**src/rtl/instr_encoder_loader_pkg.sv**
```systemverilog
// ISA constants and types shared by the instruction encoder/loader and the decode-side control unit.
// Covers instruction kinds, data-processing commands, op classes and bit positions of each field.
package instr_encoder_loader_pkg;

  typedef enum logic [3:0] {
    K_ADD = 4'd0,
    K_SUB = 4'd1,
    K_AND = 4'd2,
    K_ORR = 4'd3,
    K_CMP = 4'd4,
    K_MOV = 4'd5,
    K_LDR = 4'd6,
    K_STR = 4'd7,
    K_B   = 4'd8
  } kind_e;

  localparam logic [3:0] CMD_ADD = 4'b0100;
  localparam logic [3:0] CMD_SUB = 4'b0010;
  localparam logic [3:0] CMD_AND = 4'b0000;
  localparam logic [3:0] CMD_ORR = 4'b1100;
  localparam logic [3:0] CMD_CMP = 4'b1010;
  localparam logic [3:0] CMD_MOV = 4'b1101;

  localparam logic [1:0] OP_DP  = 2'b00;
  localparam logic [1:0] OP_MEM = 2'b01;
  localparam logic [1:0] OP_BR  = 2'b10;

  localparam logic [3:0] COND_AL = 4'hE;

  localparam int POS_COND = 28;
  localparam int POS_OP   = 26;
  localparam int POS_I    = 25;
  localparam int POS_CMD  = 21;
  localparam int POS_S    = 20;
  localparam int POS_RN   = 16;
  localparam int POS_RD   = 12;

  // Bits [25:20] of a load/store word before the L bit is merged in.
  localparam logic [5:0] MEM_FUNCT = 6'b011000;

  typedef enum logic [0:0] {
    ST_IDLE  = 1'b0,
    ST_WRITE = 1'b1
  } ld_state_e;

endpackage

```
**src/rtl/instr_encoder_loader_if.sv**
```systemverilog
// Host request channel, instruction-memory write port and status of the encoder/loader.
// Handshake: a request transfers on a rising edge where req_valid && req_ready; a memory write completes on an edge where imem_we && imem_ready.
interface instr_encoder_loader_if #(parameter int AW = 8);
  logic          base_load;
  logic [AW-1:0] base_addr;
  logic          req_valid;
  logic          req_ready;
  logic [3:0]    req_kind;
  logic          req_imm;
  logic [3:0]    req_rd;
  logic [3:0]    req_rn;
  logic [3:0]    req_rm;
  logic [23:0]   req_imm24;
  logic          req_last;
  logic          imem_we;
  logic [AW-1:0] imem_addr;
  logic [31:0]   imem_wdata;
  logic          imem_ready;
  logic [AW-1:0] wr_addr;
  logic [AW:0]   count;
  logic          done;
  logic          err;

  modport slave (
    input  base_load, base_addr, req_valid, req_kind, req_imm, req_rd, req_rn, req_rm,
           req_imm24, req_last, imem_ready,
    output req_ready, imem_we, imem_addr, imem_wdata, wr_addr, count, done, err
  );

  modport master (
    output base_load, base_addr, req_valid, req_kind, req_imm, req_rd, req_rn, req_rm,
           req_imm24, req_last,
    input  req_ready, wr_addr, count, done, err
  );

  modport mem (
    input  imem_we, imem_addr, imem_wdata,
    output imem_ready
  );
endinterface

```
**src/rtl/instr_encoder_loader_field_encoder.sv**
```systemverilog
// Combinational encoder: instruction kind plus operand fields -> 32-bit ARM-subset word.
// Unknown kinds produce a zero word and raise illegal_o.
module instr_field_encoder
  import instr_encoder_loader_pkg::*;
#(
  parameter logic [3:0] COND = COND_AL
) (
  input  logic [3:0]  kind_i,
  input  logic        imm_i,
  input  logic [3:0]  rd_i,
  input  logic [3:0]  rn_i,
  input  logic [3:0]  rm_i,
  input  logic [23:0] imm24_i,
  output logic [31:0] word_o,
  output logic        illegal_o
);

  logic [3:0]  cmd;
  logic        s_bit;
  logic        is_dp;
  logic [3:0]  rd_f;
  logic [3:0]  rn_f;
  logic [11:0] op2;

  always_comb begin
    cmd   = CMD_ADD;
    s_bit = 1'b0;
    is_dp = 1'b1;
    rd_f  = rd_i;
    rn_f  = rn_i;
    op2   = imm_i ? {4'h0, imm24_i[7:0]} : {8'h0, rm_i};
    case (kind_i)
      K_ADD:   cmd = CMD_ADD;
      K_SUB:   cmd = CMD_SUB;
      K_AND:   cmd = CMD_AND;
      K_ORR:   cmd = CMD_ORR;
      // Compare only sets flags, so Rd is meaningless; move has no first operand.
      K_CMP: begin
        cmd   = CMD_CMP;
        s_bit = 1'b1;
        rd_f  = 4'h0;
      end
      K_MOV: begin
        cmd  = CMD_MOV;
        rn_f = 4'h0;
      end
      default: is_dp = 1'b0;
    endcase
  end

  always_comb begin
    word_o    = '0;
    illegal_o = 1'b0;
    if (is_dp) begin
      word_o[POS_COND +: 4] = COND;
      word_o[POS_OP +: 2]   = OP_DP;
      word_o[POS_I]         = imm_i;
      word_o[POS_CMD +: 4]  = cmd;
      word_o[POS_S]         = s_bit;
      word_o[POS_RN +: 4]   = rn_f;
      word_o[POS_RD +: 4]   = rd_f;
      word_o[11:0]          = op2;
    end else if (kind_i == K_LDR || kind_i == K_STR) begin
      word_o[POS_COND +: 4] = COND;
      word_o[POS_OP +: 2]   = OP_MEM;
      word_o[25:20]         = MEM_FUNCT | {5'b0, kind_i == K_LDR};
      word_o[POS_RN +: 4]   = rn_i;
      word_o[POS_RD +: 4]   = rd_i;
      word_o[11:0]          = imm24_i[11:0];
    end else if (kind_i == K_B) begin
      word_o[POS_COND +: 4] = COND;
      word_o[POS_OP +: 2]   = OP_BR;
      word_o[25:24]         = 2'b10;
      word_o[23:0]          = imm24_i;
    end else begin
      illegal_o = 1'b1;
    end
  end

endmodule

```
**src/rtl/instr_encoder_loader.sv**
```systemverilog
// Accepts abstract instruction requests, encodes them and writes them sequentially into instruction memory.
// Two-state FSM: IDLE accepts a request, WRITE holds the registered word until memory takes it.
module instr_encoder_loader
  import instr_encoder_loader_pkg::*;
#(
  parameter int         AW   = 8,
  parameter logic [3:0] COND = COND_AL
) (
  input  logic                     clk,
  input  logic                     reset,
  instr_encoder_loader_if.slave    bus,
  output ld_state_e                dbg_state_o
);

  ld_state_e     state_q;
  logic          req_ready_q;
  logic          imem_we_q;
  logic [AW-1:0] imem_addr_q;
  logic [31:0]   imem_wdata_q;
  logic [AW-1:0] wr_addr_q;
  logic [AW:0]   count_q;
  logic          last_q;
  logic          done_q;
  logic          err_q;

  logic [31:0]   enc_word;
  logic          enc_illegal;
  logic          accept;
  logic [AW-1:0] start_addr;

  instr_field_encoder #(.COND(COND)) u_field_encoder (
    .kind_i   (bus.req_kind),
    .imm_i    (bus.req_imm),
    .rd_i     (bus.req_rd),
    .rn_i     (bus.req_rn),
    .rm_i     (bus.req_rm),
    .imm24_i  (bus.req_imm24),
    .word_o   (enc_word),
    .illegal_o(enc_illegal)
  );

  assign accept     = bus.req_valid & req_ready_q;
  // A base load in the same cycle as a request redirects that request too.
  assign start_addr = bus.base_load ? bus.base_addr : wr_addr_q;

  always_ff @(posedge clk or posedge reset) begin
    if (reset) begin
      state_q      <= ST_IDLE;
      req_ready_q  <= 1'b0;
      imem_we_q    <= 1'b0;
      imem_addr_q  <= '0;
      imem_wdata_q <= '0;
      wr_addr_q    <= '0;
      count_q      <= '0;
      last_q       <= 1'b0;
      done_q       <= 1'b0;
      err_q        <= 1'b0;
    end else begin
      done_q <= 1'b0;
      case (state_q)
        ST_IDLE: begin
          req_ready_q <= 1'b1;
          if (bus.base_load) wr_addr_q <= bus.base_addr;
          if (accept) begin
            if (enc_illegal) begin
              err_q <= 1'b1;
            end else begin
              state_q      <= ST_WRITE;
              req_ready_q  <= 1'b0;
              imem_we_q    <= 1'b1;
              imem_addr_q  <= start_addr;
              imem_wdata_q <= enc_word;
              last_q       <= bus.req_last;
            end
          end
        end
        ST_WRITE: begin
          if (bus.imem_ready) begin
            state_q     <= ST_IDLE;
            req_ready_q <= 1'b1;
            imem_we_q   <= 1'b0;
            wr_addr_q   <= wr_addr_q + 1'b1;
            if (count_q != '1) count_q <= count_q + 1'b1;
            done_q      <= last_q;
          end
        end
        default: state_q <= ST_IDLE;
      endcase
    end
  end

  assign bus.req_ready  = req_ready_q;
  assign bus.imem_we    = imem_we_q;
  assign bus.imem_addr  = imem_addr_q;
  assign bus.imem_wdata = imem_wdata_q;
  assign bus.wr_addr    = wr_addr_q;
  assign bus.count      = count_q;
  assign bus.done       = done_q;
  assign bus.err        = err_q;
  assign dbg_state_o    = state_q;

endmodule

```
**src/flat_wrapper.sv**
```systemverilog
// flat-port wrapper written by rule: the top's interface ports become plain ports
module instr_encoder_loader_flat import instr_encoder_loader_pkg::*;
#(
  parameter int         AW   = 8,
  parameter logic [3:0] COND = COND_AL
)
  (clk, reset, dbg_state_o, bus_base_load, bus_base_addr, bus_req_valid, bus_req_kind, bus_req_imm, bus_req_rd, bus_req_rn, bus_req_rm, bus_req_imm24, bus_req_last, bus_imem_ready, bus_req_ready, bus_imem_we, bus_imem_addr, bus_imem_wdata, bus_wr_addr, bus_count, bus_done, bus_err);
  instr_encoder_loader_if #(.AW(AW)) bus_i ();
  input  logic clk;
  input  logic reset;
  output ld_state_e dbg_state_o;
  input wire logic [$bits(bus_i.base_load)-1:0] bus_base_load;
  input wire logic [$bits(bus_i.base_addr)-1:0] bus_base_addr;
  input wire logic [$bits(bus_i.req_valid)-1:0] bus_req_valid;
  input wire logic [$bits(bus_i.req_kind)-1:0] bus_req_kind;
  input wire logic [$bits(bus_i.req_imm)-1:0] bus_req_imm;
  input wire logic [$bits(bus_i.req_rd)-1:0] bus_req_rd;
  input wire logic [$bits(bus_i.req_rn)-1:0] bus_req_rn;
  input wire logic [$bits(bus_i.req_rm)-1:0] bus_req_rm;
  input wire logic [$bits(bus_i.req_imm24)-1:0] bus_req_imm24;
  input wire logic [$bits(bus_i.req_last)-1:0] bus_req_last;
  input wire logic [$bits(bus_i.imem_ready)-1:0] bus_imem_ready;
  output wire logic [$bits(bus_i.req_ready)-1:0] bus_req_ready;
  output wire logic [$bits(bus_i.imem_we)-1:0] bus_imem_we;
  output wire logic [$bits(bus_i.imem_addr)-1:0] bus_imem_addr;
  output wire logic [$bits(bus_i.imem_wdata)-1:0] bus_imem_wdata;
  output wire logic [$bits(bus_i.wr_addr)-1:0] bus_wr_addr;
  output wire logic [$bits(bus_i.count)-1:0] bus_count;
  output wire logic [$bits(bus_i.done)-1:0] bus_done;
  output wire logic [$bits(bus_i.err)-1:0] bus_err;
  assign bus_i.base_load = bus_base_load;
  assign bus_i.base_addr = bus_base_addr;
  assign bus_i.req_valid = bus_req_valid;
  assign bus_i.req_kind = bus_req_kind;
  assign bus_i.req_imm = bus_req_imm;
  assign bus_i.req_rd = bus_req_rd;
  assign bus_i.req_rn = bus_req_rn;
  assign bus_i.req_rm = bus_req_rm;
  assign bus_i.req_imm24 = bus_req_imm24;
  assign bus_i.req_last = bus_req_last;
  assign bus_i.imem_ready = bus_imem_ready;
  assign bus_req_ready = bus_i.req_ready;
  assign bus_imem_we = bus_i.imem_we;
  assign bus_imem_addr = bus_i.imem_addr;
  assign bus_imem_wdata = bus_i.imem_wdata;
  assign bus_wr_addr = bus_i.wr_addr;
  assign bus_count = bus_i.count;
  assign bus_done = bus_i.done;
  assign bus_err = bus_i.err;
  instr_encoder_loader #(.AW(AW), .COND(COND)) u_core (.clk(clk), .reset(reset), .bus(bus_i), .dbg_state_o(dbg_state_o));
endmodule
```
**config.mk**
```make
export PLATFORM = sky130hd
export DESIGN_NAME = instr_encoder_loader_flat
export DESIGN_NICKNAME = d
export VERILOG_FILES = /design/src/rtl/instr_encoder_loader_pkg.sv /design/src/rtl/instr_encoder_loader_if.sv /design/src/rtl/instr_encoder_loader_field_encoder.sv /design/src/rtl/instr_encoder_loader.sv /design/src/flat_wrapper.sv
export SDC_FILE = /design/constraint.sdc
export NUM_CORES = 1
export LEC_CHECK = 0
export BUFFER_PORTS_ARGS = -buffer_cell sky130_fd_sc_hd__buf_4
export CAP_MARGIN = 40
export CORE_ASPECT_RATIO = 1.5
export CORE_UTILIZATION = 25
export DETAILED_ROUTE_END_ITERATION = 6
export SLEW_MARGIN = 40
export SYNTH_ARGS = -nofsm -noshare
export SYNTH_HDL_FRONTEND = slang
export SYNTH_HIERARCHICAL = 1
export SYNTH_SLANG_ARGS = --single-unit
export TNS_END_PERCENT = 10
```
**constraint.sdc**
```tcl
create_clock -name clk -period 2.4 [get_ports clk]
set_input_delay 0.24 -clock clk [delete_from_list [all_inputs] [get_ports clk]]
set_output_delay 0.24 -clock clk [all_outputs]
set_load 0.005 [all_outputs]
```
==> impl_metrics.csv <==
group,metric,value,unit
route,via_count,2699,
route,antenna_left,0,
pwr,seqPwrFrac,0.390,
synthesis,async_flop_share,1.000,
route,dr_wl_met3,589,um
synthesis,synthDistinctLibCells,50,
route,dr.pass1.iters,4,
pwr,p_comb_frac,0.294,
finish,layout.nets,468,
cts,cts_root_buf,"clkbuf_16",
synthesis,synthCells,295,
cts,cts-resized-gates,0,
place,portBuffers,116,
status,status,"finished clean",
grt,antenna_found_initial,0,
pwr,power_leakage,2.197,nW
route,wl_met1,3.499,mm
route,first_iter_violations,62,
floorplan,coreArea,13020,um^2
finish,antennaDiodeCount,0,
pwr,ir_drop,0.3098,mV
timing,holdWs,0.1638,ns
synthesis,synth_fp_nets,353,
setup_path,cp_max_fo,4,
finish,layout-drive-gt1-share,0.4361,
run,maxCapViolations,0,
synthesis,ys.flop_type,"dfrtp_1",
finish,stdcell_count,574,
floorplan,start_util,0.2562,
synthesis,yosysSeqAreaShare,0.4728,
route,viasPerCell,4.702,
cts,clockBufferDepth,2,
setup_path,crit_type,"reg -> reg",
route,wl_met2,4.679,mm
timing,slew_headroom,0.6280,
grt,grt_start_max_net_pins,26,
synthesis,yosysWarnings,6,
grt,overflow,0,
timing,clock.fmax,0.4783,GHz
floorplan,dieWidth,96.30,um
synthesis,synth-edff-count,0,
pwr,cell_internal_pwr,2.897,mW
grt,grt_pass1_wl,13.98,mm
floorplan,die_area,13810,um^2
route,wirelength,9.026,mm
timing,min_period,2.091,ns
cts,h-tree-depth,3,
timing,fin_crit_sh,0.8712,
timing,final_hold_viol_count,0,
timing,worstMarginPinSlew,0.5572,ns
synthesis,syn-cell-area,3334,um^2
cts,cts_buffers,9,
cts,cts_tree,"yes",
grt,gr-usage-all-layers,0.1358,
floorplan,die_y,143.4,um
grt,grt_pass1_vias,2794,
route,wl_per_cell,15.72,um
place,routabilityCongestion,0.7304,
setup_path,critPathCaptureType,"flop",
route,drc_errors,0,
setup_path,start_kind,"flop",
pwr,p_sw_frac,0.2908,
route,highest_layer,"met4",
synthesis,ys_seq_elements,63,
place,dp_hpwl,6.759,mm
timing,setup_viol,0,
timing,fin_skew,0.007064,ns
hold_path,hold_class,"in -> reg",
pwr,pwr-share-clk,0.316,
synthesis,syn_area_per_cell,11.30,um^2
setup_path,crit_arrival,2.34,ns
floorplan,ios,117,
timing,slew_violations,0,
cts,insertion_delay,0.33,ns
timing,fin_setup_tns,0,ns
pwr,p_per_area,879.7,nW/um^2
place,dp_cells,557,
pwr,totalPowerFinal,4.084,mW
pwr,p_switching,1.188,mW
cts,post_cts_buffers,0,
floorplan,rows,51,
setup_path,crit_required,2.65,ns
timing,rsz0062_at_grt,"no",
cts,cts_sinks,63,
finish,synthToLayoutAreaGrowth,39.25,%
cts,cts.clk_slew.worst_paths,0.05,ns
==> cells by family after synthesis <==
logic type,count (synthesis),share of synthesized area
AND/OR/NAND/NOR,90,0.1452
other,1,0.001125
flip-flops,63,0.4728
AO/OA/AOI/OAI,60,0.1193
XOR/XNOR,7,0.01839
adder cells (fa/ha/maj),3,0.01126
multiplexers,45,0.1835
buffers and inverters,26,0.04840
==> cell usage after synthesis (all sizes together), types with 6 or more instances <==
cell / n / area (um^2)
a21oi: 21 / 105.1
and2: 9 / 56.30
buf: 18 / 131.4
dfrtp: 63 / 1577
inv: 6 / 22.52
mux2: 36 / 521.8
mux2i: 9 / 90.09
nand2: 17 / 63.81
nor2: 23 / 86.33
nor2b: 9 / 56.30
o21ai: 10 / 50.05
==> path summary, 6_finish.rpt <==
kind	cells past startpoint	start	end	slack, ns
min reg2reg	1	u_core/bus.imem_we	u_core/bus.imem_we	0.48
min in group asynchronous	3	reset	u_core/bus.done	0.54
max reg2reg	7	u_core/bus.count[0]	u_core/bus.count[7]	0.31
min	2	bus_req_last	u_core/last_q	0.16
max in group asynchronous	4	reset	u_core/bus.imem_wdata[18]	1.16
max	7	u_core/bus.count[0]	u_core/bus.count[7]	0.31
==> registers in the layout, summed over array words and instances, names as in the netlist <==
| name | count |
|---|---|
| u_core/bus.imem_addr | 8 |
| u_core/bus.imem_wdata | 32 |
| u_core/bus.imem_we | 1 |
| u_core/last_q | 1 |
| u_core/bus.err | 1 |
| u_core/bus.count | 9 |
| u_core/dbg_state_o | 1 |
| u_core/bus.wr_addr | 8 |
| u_core/bus.done | 1 |
| u_core/bus.req_ready | 1 |
==> layer usage <==
metal	track usage	vias to the layer above
met5	0	-
met4	0.06966	0
met3	0.03545	18
met2	0.2393	108
met1	0.1465	1297
li1	-	1276
==> layout by cell type, fill, tap and decap left out, types with 2 or more instances in the layout <==
cell	count
o21ai_0	10
a31oi_1	5
a21oi_1	21
mux2_4	31
mux2_2	5
inv_1	5
nor2b_1	9
and2_1	9
nor2_1	23
clkbuf_16	9
nand3_1	5
and4_1	3
a22o_1	4
nand2_1	17
o22ai_1	2
a21o_1	2
o21a_1	2
o221ai_1	2
buf_4	122
xnor2_1	3
nand2b_1	5
xor2_1	4
and3b_1	2
clkinvlp_4	4
ha_1	3
dfrtp_1	63
mux2i_1	9
a211oi_1	2
nand4_1	5
nor3_1	4
==> stage by stage <==
step                      utilization  setup WS [ns]  instance area, um^2
after detailed placement       0.3329         0.2964                 4334
after global placement         0.3329         0.3644                 4334
final                          0.3567         0.3092                 4643
after floorplan                     -         0.3366                 3334
after CTS                      0.3567         0.3011                 4643
after global routing           0.3567         0.2322                 4643
==> what timing repair did <==
| item | 4_1_cts | 5_1_grt |
|---|---|---|
| hold buffers | 1 | 0 |
| endpoints found under the hold margin | 23 | 0 |
| endpoints found under the setup margin | 0 | 0 |
==> power groups by stage <==
stage	combinational [mW]	sequential, mW	clock, mW
floorplan	0.590	1.58	0
global placement	1.19	1.61	0
detailed placement	1.22	1.61	0
CTS	1.22	1.60	1.34
global route	1.32	1.64	1.38
finish	1.20	1.59	1.29
==> worst max-delay path, stage by stage, from the launching register on <==
cell and delay, ns:
dfrtp_1 0.42, ha_1 0.24, and4_1 0.21, and4_1 0.21
ha_1 0.19, nand4b_1 0.23, nor4_1 0.36, xor2_1 0.17
==> area by class of cell <==
cell class / instances / area (um^2)
Timing Repair Buffer: 124 / 945.9
Tap cell: 159 / 198.9
Multi-Input combinational cell: 206 / 1600
Clock inverter: 7 / 73.82
Inverter: 6 / 22.52
Clock buffer: 9 / 225.2
Fill cell: 1319 / 8374
Sequential cell: 63 / 1577
Note: power is estimated with default switching activity, not from simulation.
